==> config.mk <==
export PLATFORM = sky130hd
export DESIGN_NAME = ps2_rx_fifo
export DESIGN_NICKNAME = d
export VERILOG_FILES = /design/src/rtl/ps2_rx_fifo.sv
export SDC_FILE = /design/constraint.sdc
export NUM_CORES = 1
export LEC_CHECK = 0
export ABC_AREA = 1
export CELL_PAD_IN_SITES_DETAIL_PLACEMENT = 0
export CELL_PAD_IN_SITES_GLOBAL_PLACEMENT = 1
export CORE_MARGIN = 4
export CORE_UTILIZATION = 42
export DETAILED_ROUTE_END_ITERATION = 12
export PLACE_DENSITY = 0.68
export SYNTH_ARGS = -nofsm -noshare
export SYNTH_HDL_FRONTEND = slang
export SYNTH_SLANG_ARGS = --single-unit
==> constraint.sdc <==
create_clock -name system_clk -period 2.5 [get_ports system_clk]
set_input_delay 0.375 -clock system_clk [delete_from_list [all_inputs] [get_ports system_clk]]
set_output_delay 0.375 -clock system_clk [all_outputs]
set_load 0.01 [all_outputs]
==> src/rtl/ps2_rx_fifo.sv <==
// PS/2 receive front-end: synchronises the raw PS/2 lines, deserialises
// 11-bit frames, folds E0/F0 prefixes into flags and queues key events
// in a show-ahead FIFO drained with a valid/ready handshake.
// The break flag output is named key_release because "release" is a
// reserved word in SystemVerilog.
module ps2_rx_fifo #(
    parameter int FIFO_DEPTH     = 8,
    parameter int TIMEOUT_CYCLES = 5000
) (
    input  logic       system_clk,
    input  logic       reset,
    input  logic       PS2_clk,
    input  logic       PS2_data,
    output logic [7:0] scan_code,
    output logic       extended,
    output logic       key_release,
    output logic       scan_valid,
    input  logic       scan_ready,
    output logic       frame_error,
    output logic       overflow
);

    localparam int AW   = $clog2(FIFO_DEPTH);
    localparam int WD_W = $clog2(TIMEOUT_CYCLES + 1);
    localparam logic [WD_W-1:0] WD_LIMIT = WD_W'(TIMEOUT_CYCLES);

    typedef enum logic [1:0] {IDLE, DATA, PARITY, STOP} state_t;

    logic            clk_meta, clk_s, clk_d;
    logic            dat_meta, dat_s;
    logic            fall;

    state_t          state;
    logic [2:0]      bit_cnt;
    logic [7:0]      shift_reg;
    logic            parity_bit;
    logic [WD_W-1:0] wd_cnt;
    logic            ext_pend, brk_pend;

    logic            frame_good;
    logic            push_req;
    logic [9:0]      push_entry;

    logic [9:0]      mem [FIFO_DEPTH];
    logic [AW:0]     wr_ptr, rd_ptr;
    logic            full, empty, pop, push_ok;
    logic [9:0]      head;

    // Two-flop synchronisers on both PS/2 lines plus a delayed clock copy for edge detection
    always_ff @(posedge system_clk or negedge reset) begin
        if (!reset) begin
            clk_meta <= 1'b0;
            clk_s    <= 1'b0;
            clk_d    <= 1'b0;
            dat_meta <= 1'b0;
            dat_s    <= 1'b0;
        end else begin
            clk_meta <= PS2_clk;
            clk_s    <= clk_meta;
            clk_d    <= clk_s;
            dat_meta <= PS2_data;
            dat_s    <= dat_meta;
        end
    end

    assign fall = clk_d & ~clk_s;

    // Frame validity and the event entry that a good stop bit would push
    always_comb begin
        frame_good = (^{shift_reg, parity_bit}) & dat_s;
        push_req   = 1'b0;
        push_entry = {ext_pend, brk_pend, shift_reg};
        if ((state == STOP) && fall && frame_good &&
            (shift_reg != 8'hE0) && (shift_reg != 8'hF0)) begin
            push_req = 1'b1;
        end
    end

    // Frame receiver FSM with watchdog, prefix folding and error pulse
    always_ff @(posedge system_clk or negedge reset) begin
        if (!reset) begin
            state       <= IDLE;
            bit_cnt     <= 3'd0;
            shift_reg   <= 8'h00;
            parity_bit  <= 1'b0;
            wd_cnt      <= '0;
            ext_pend    <= 1'b0;
            brk_pend    <= 1'b0;
            frame_error <= 1'b0;
        end else begin
            frame_error <= 1'b0;
            case (state)
                IDLE: begin
                    wd_cnt <= '0;
                    if (fall) begin
                        if (!dat_s) begin
                            state   <= DATA;
                            bit_cnt <= 3'd0;
                        end else begin
                            frame_error <= 1'b1;
                        end
                    end
                end
                default: begin
                    if (fall) begin
                        wd_cnt <= '0;
                        case (state)
                            DATA: begin
                                shift_reg <= {dat_s, shift_reg[7:1]};
                                bit_cnt   <= bit_cnt + 3'd1;
                                if (bit_cnt == 3'd7) begin
                                    state <= PARITY;
                                end
                            end
                            PARITY: begin
                                parity_bit <= dat_s;
                                state      <= STOP;
                            end
                            STOP: begin
                                state <= IDLE;
                                if (frame_good) begin
                                    if (shift_reg == 8'hE0) begin
                                        ext_pend <= 1'b1;
                                    end else if (shift_reg == 8'hF0) begin
                                        brk_pend <= 1'b1;
                                    end else begin
                                        ext_pend <= 1'b0;
                                        brk_pend <= 1'b0;
                                    end
                                end else begin
                                    frame_error <= 1'b1;
                                    ext_pend    <= 1'b0;
                                    brk_pend    <= 1'b0;
                                end
                            end
                            default: state <= IDLE;
                        endcase
                    end else if (wd_cnt == WD_LIMIT) begin
                        frame_error <= 1'b1;
                        ext_pend    <= 1'b0;
                        brk_pend    <= 1'b0;
                        wd_cnt      <= '0;
                        state       <= IDLE;
                    end else begin
                        wd_cnt <= wd_cnt + 1'b1;
                    end
                end
            endcase
        end
    end

    assign empty   = (wr_ptr == rd_ptr);
    assign full    = (wr_ptr[AW] != rd_ptr[AW]) && (wr_ptr[AW-1:0] == rd_ptr[AW-1:0]);
    assign pop     = ~empty & scan_ready;
    assign push_ok = push_req & (~full | pop);

    // FIFO pointers and the overflow pulse for events dropped while full
    always_ff @(posedge system_clk or negedge reset) begin
        if (!reset) begin
            wr_ptr   <= '0;
            rd_ptr   <= '0;
            overflow <= 1'b0;
        end else begin
            overflow <= push_req & full & ~pop;
            if (push_ok) begin
                wr_ptr <= wr_ptr + 1'b1;
            end
            if (pop) begin
                rd_ptr <= rd_ptr + 1'b1;
            end
        end
    end

    // FIFO storage; contents need no reset because the pointers gate visibility
    always_ff @(posedge system_clk) begin
        if (push_ok) begin
            mem[wr_ptr[AW-1:0]] <= push_entry;
        end
    end

    assign head        = mem[rd_ptr[AW-1:0]];
    assign scan_valid  = ~empty;
    assign scan_code   = empty ? 8'h00 : head[7:0];
    assign key_release = empty ? 1'b0  : head[8];
    assign extended    = empty ? 1'b0  : head[9];

endmodule

==> flow_summary.json, run 1 <==
{
  "detail_route.vias_per_cell": 4.92,
  "die_h_um": 122,
  "n_antenna_cell": 0,
  "antenna_found_initial": 0,
  "max_slew_margin_pct": 61.6,
  "finalMaxSlewViolations": 0,
  "synthFlopType": "edfxtp_1",
  "p_leak_uw": 0.00266,
  "layout_common_cells": "nor2_1 (89), edfxtp_1 (80), o21ai_0 (68)",
  "final_cells": 742,
  "layout_commonest_cell": "nor2_1",
  "setup_tns_ps": 0,
  "holdWs_ps": 346,
  "ant_nets": 0,
  "grtUsageTotal_pct": 17.0,
  "ir_drop_v": 0.000496,
  "gp_congestion": 0.757,
  "period_minus_slack_ps": 2370,
  "synth.distinct_cells": 34,
  "clock-sinks": 124,
  "die_area_mm2": 0.0149,
  "post-cts-setup-buffers": 0,
  "ys_warn_count": 0,
  "wirelength_mm": 11.3,
  "hold_viol": 0,
  "ys_seq_area_share_pct": 64.2,
  "drive_gt1_share_pct": 16.0,
  "maxCapViolations": 0,
  "drc": 0,
  "critPathKind": "flop to primary output",
  "clockBufferDepth": 2,
  "netlist_instances": 510,
  "async_flop_share_pct": 35.5,
  "rsz0062_at_grt": "no",
  "internal_power_uw": 5100,
  "io_buffers": 17,
  "grt_pass1_wl_mm": 19.1,
  "outcome": "complete, no violations",
  "grt_overflow": 0,
  "fmax_ghz": 0.421,
  "cts_tree": "done",
  "critPathCaptureType": "primary output",
  "io_pins": 18,
  "arrival_ps": 2000,
  "synthTopCellsByArea": "edfxtp_1 (44%), dfrtp_1 (20%), o21ai_0 (6.3%)",
  "crit_path_start_kind": "flop",
  "powerDensity_mw_per_mm2": 1100,
  "clkPwrFrac_pct": 37.3,
  "hpwl_mm": 7.34,
  "fin_crit_sh_pct": 94.9,
  "combPwrFrac_pct": 29.1,
  "synthToLayoutAreaGrowth_pct": 22.9,
  "grt_start_max_net_pins": 24,
  "dp_cells": 708,
  "clk_latency_ps": 420,
  "switching_share_pct": 31.0,
  "crit_required_ps": 2120,
  "drt_iter0_markers": 252,
  "net-switching-power_uw": 2290,
  "grt_pass1_vias": 3638,
  "numCtsBuffers": 17,
  "worstMarginPinSlew_ps": 574,
  "syn-num-nets": 526,
  "final.setup_skew_ps": 16.2,
  "num_vias": 3653,
  "synth_seq_cells": 124,
  "wire_per_inst_um": 15.3,
  "hold_path_class": "flop to flop",
  "fin_nets": 573,
  "seq_power_share_pct": 33.5,
  "cts_max_level": 4,
  "root_buffer": "clkbuf_16",
  "die-width_um": 122,
  "clk_pin_slew_ps": 60,
  "yosys.area.top_type_share_pct": 44.0,
  "largest_reg_flops": 80,
  "initial_utilization_pct": 43.1,
  "fp-row-count": 41,
  "synth.largest_area_cell": "edfxtp_1",
  "synth-edff-count": 80,
  "cp_max_fo": 20,
  "drt_first_pass_iters": 4,
  "finalSetupViolCount": 0,
  "synth_area_mm2": 0.00546,
  "core_area_mm2": 0.0127,
  "avgSynthCellArea_um2": 10.7
}
## kinds of logic after synthesis
family	Yosys count	synth area share (%)
AND/OR/NAND/NOR	197	16.4
flip-flops	124	64.2
AO/OA/AOI/OAI	103	10.0
buffers and inverters	59	4.24
XOR/XNOR	15	2.41
adder cells (fa/ha/maj)	11	2.52
multiplexers	1	0.183
## cell type report
type,instances,area (um2)
sequential,124,3510
multi-input combinational,327,1720
clock inverter,15,245
tap,172,215
inverter,41,156
fill,1130,5960
timing repair buffer,46,437
clock buffer,17,425
## power groups by stage
stage               Combinational (uW)  Clock, uW  Sequential [uW]
finish                            2150       2760             2480
global route                      2430       2920             2500
CTS                               2200       2810             2470
detailed placement                2180          0             2510
global placement                  2160          0             2500
floorplan                         1310          0             2500
## worst paths after layout
| path | slack, ps | depth (start not counted) | end | start |
|---|---|---|---|---|
| worst max register to register | 240 | 13 | mem[0][5] | shift_reg[0] |
| max in group asynchronous | 1730 | 3 | shift_reg[5] | reset |
| min in group asynchronous | 470 | 3 | wd_cnt[12] | reset |
| worst min-delay path | 350 | 0 | clk_s | clk_meta |
| worst min register to register | 350 | 0 | clk_s | clk_meta |
| worst max-delay path | 130 | 7 | scan_code[4] | rd_ptr[1] |
## routing by layer
layer	global-route usage (%)	share of wire, %
met1	22.5	46
met2	27.0	49
met4	6.30	1.2
met5	0	0
met3	4.46	3.7
## timing repair
action | CTS | global route
hold endpoints to repair | 44 | 0
pin swaps | 1 | 1
hold buffers | 1 | 0
resized for setup | 20 | 11
cloned | 1 | 0
setup endpoints to repair | 10 | 11
## metrics by stage
step	worst slack (ps)	total power, uW	utilization (%)	area [um2]
final	127	7390	52.9	6710
after global routing	1.69	7850	52.9	6710
after CTS	31.9	7490	53.0	6720
after detailed placement	120	4690	47.3	5990
after global placement	148	4660	47.3	5990
after floorplan	340	3810	-	5460
## critical path, stage by stage (launching register included)
cell and delay (ps):
dfrtp_2 440, inv_1 120, buf_12 180, o21ai_0 100, o22ai_1 200, o21ai_0 100
a31oi_1 150, dlygate4sd2_1 280
## cells in the mapped netlist, types with 2 or more instances
| cell | count |
|---|---|
| inv_2 | 6 |
| nand2_4 | 2 |
| inv_1 | 35 |
| o21ai_1 | 5 |
| xnor2_1 | 8 |
| buf_2 | 2 |
| edfxtp_1 | 80 |
| nand2_1 | 65 |
| nor2_1 | 89 |
| o22ai_1 | 10 |
| dfrtp_1 | 44 |
| buf_1 | 2 |
| clkbuf_1 | 13 |
| a31oi_1 | 11 |
| o21ai_0 | 69 |
| nor3_1 | 5 |
| nor2_4 | 3 |
| a21oi_1 | 6 |
| nor2_2 | 3 |
| nand4_1 | 6 |
| nand2_2 | 3 |
| nand3_1 | 13 |
| ha_1 | 11 |
| xor2_1 | 7 |
| nand3_2 | 3 |
Power figures use the tool's default switching activity.
==> run 2, diff against run 1 <==
==> config.mk (replaced) <==
export PLATFORM = sky130hd
export DESIGN_NAME = ps2_rx_fifo
export DESIGN_NICKNAME = d
export VERILOG_FILES = /design/src/rtl/ps2_rx_fifo.sv
export SDC_FILE = /design/constraint.sdc
export NUM_CORES = 1
export LEC_CHECK = 0
export ABC_AREA = 1
export CAP_MARGIN = 15
export CORE_MARGIN = 4
export CORE_UTILIZATION = 42
export DETAILED_ROUTE_END_ITERATION = 12
export PLACE_DENSITY = 0.56
export SYNTH_ARGS = -nofsm -noshare
export SYNTH_HDL_FRONTEND = slang
export SYNTH_SLANG_ARGS = --single-unit
==> flow_summary.json, run 2 (synthesis gave the netlist of run 1 again) <==
{
  "grt_overflow": 0,
  "initial_utilization_pct": 43.1,
  "final.setup_skew_ps": 6.58,
  "cts_tree": "done",
  "power_uw": 6960,
  "drt_iter0_markers": 227,
  "drive_gt1_share_pct": 15.9,
  "grtUsageTotal_pct": 16.9,
  "worstMarginPinSlew_ps": 565,
  "synthToLayoutAreaGrowth_pct": 21.0,
  "arrival_ps": 2050,
  "wirelength_mm": 11.4,
  "maxCapViolations": 0,
  "die_h_um": 122,
  "die-width_um": 122,
  "crit_required_ps": 2120,
  "gp_congestion": 0.764,
  "fp-row-count": 41,
  "fin_crit_sh_pct": 96.9,
  "io_buffers": 17,
  "drc": 0,
  "core_area_mm2": 0.0127,
  "largest_reg_flops": 80,
  "cts_max_level": 4,
  "ir_drop_v": 0.000496,
  "grt_pass1_vias": 3740,
  "max_slew_margin_pct": 62.2,
  "numCtsBuffers": 17,
  "num_vias": 3736,
  "antenna_found_initial": 0,
  "clk_latency_ps": 420,
  "grt_start_max_net_pins": 29,
  "powerDensity_mw_per_mm2": 1050,
  "clockBufferDepth": 2,
  "r2r_cells": 13,
  "finalMaxSlewViolations": 0,
  "rsz0062_at_grt": "yes",
  "hold_viol": 0,
  "hold_path_class": "flop to flop",
  "critPathKind": "flop to primary output",
  "root_buffer": "clkbuf_16",
  "detail_route.vias_per_cell": 5.01,
  "holdWs_ps": 346,
  "layout_common_cells": "nor2_1 (89), edfxtp_1 (80), o21ai_0 (68)",
  "critPathCaptureType": "primary output",
  "hold_depth": 0,
  "clock-sinks": 124,
  "cp_max_fo": 11,
  "die_area_mm2": 0.0149,
  "drt_first_pass_iters": 4,
  "outcome": "complete, no violations",
  "p_leak_uw": 0.00261,
  "io_pins": 18,
  "n_antenna_cell": 0,
  "grt_pass1_wl_mm": 19.1,
  "fmax_ghz": 0.413,
  "fin_nets": 576,
  "hpwl_mm": 7.39,
  "ant_nets": 0,
  "crit_path_start_kind": "flop",
  "fillers": 1144,
  "wire_per_inst_um": 15.3,
  "clk_pin_slew_ps": 50,
  "period_minus_slack_ps": 2420,
  "layout_commonest_cell": "nor2_1",
  "finalSetupViolCount": 0
}
[run 2: cell count changes in the layout (fill, tap and decap cells not counted), sizes merged]
| cell | before | now |
|---|---|---|
| clkinv | 5 | 7 |
| dlygate4sd2 | 5 | 2 |
| clkinvlp | 3 | 4 |
| bufbuf | 1 | 0 |
| inv | 42 | 41 |
| clkdlybuf4s15 | 1 | 4 |
| buf | 28 | 31 |
| clkbuf | 21 | 24 |
| bufinv | 6 | 2 |
[run 2: where the power goes]
part	leakage, uW	internal, uW	total, uW	switching, uW
clock	0.000264	1450	2320	873
sequential	0.00135	2350	2470	121
combinational	0.000994	892	2170	1280
total	0.00261	4690	6960	2280
[run 2: cell type report]
class / instances / area [um2] / share of cell area [%]
Inverter: 41 / 156 / 2.37
Timing Repair Buffer: 49 / 445 / 6.74
Tap cell: 172 / 215 / 3.26
Multi-Input combinational cell: 327 / 1720 / 26.1
Clock inverter: 13 / 126 / 1.91
Sequential cell: 124 / 3500 / 53.1
Clock buffer: 19 / 433 / 6.56
[run 2: worst paths after layout]
check                             startpoint    endpoint  slack (ps)
min in group asynchronous              reset  bit_cnt[2]         470
worst max-delay path               rd_ptr[1]  scan_valid          80
worst min register to register      clk_meta       clk_s         350
worst min-delay path                clk_meta       clk_s         350
max in group asynchronous              reset   rd_ptr[3]        1460
worst max register to register  shift_reg[2]   mem[3][1]         280
[run 2: routing by layer]
metal	vias up	wire (um)	part of all wire, %	GRT usage, %
li1	1853	-	-	-
met1	1779	4920	43	21.8
met2	83	5700	50	27.1
met3	21	558	4.9	4.78
met4	0	224	2.0	7.00
met5	-	0	0	0
[run 2: stage by stage]
step                std cells  cell area [um2]  worst slack (ps)  utilization, %  setup TNS (ps)
detailed placement        711             6010               160            47.4               0
global route              745             6600             -56.9            52.1            -110
global placement          711             6010               193            47.4               0
floorplan                 510             5460               340               -               0
finish                    745             6600              77.8            52.1               0
CTS                       744             6580              5.47            51.9               0
[run 2: repair_timing]
action / CTS / global route
endpoints found under the setup margin: 11 / 10
gates cloned: 0 / 1
endpoints found under the hold margin: 21 / 0
hold buffers: 1 / 0
buffers inserted: 0 / 0
pin swaps: 1 / 2
gates resized for setup: 15 / 15
[run 2: critical path, cell delays in order (launching register included)]
cell and delay (ps):
dfrtp_1 440, xnor2_1 170, nand3_1 100, nor2_1 150, inv_2 140, buf_4 150, clkdlybuf4s50_1 470
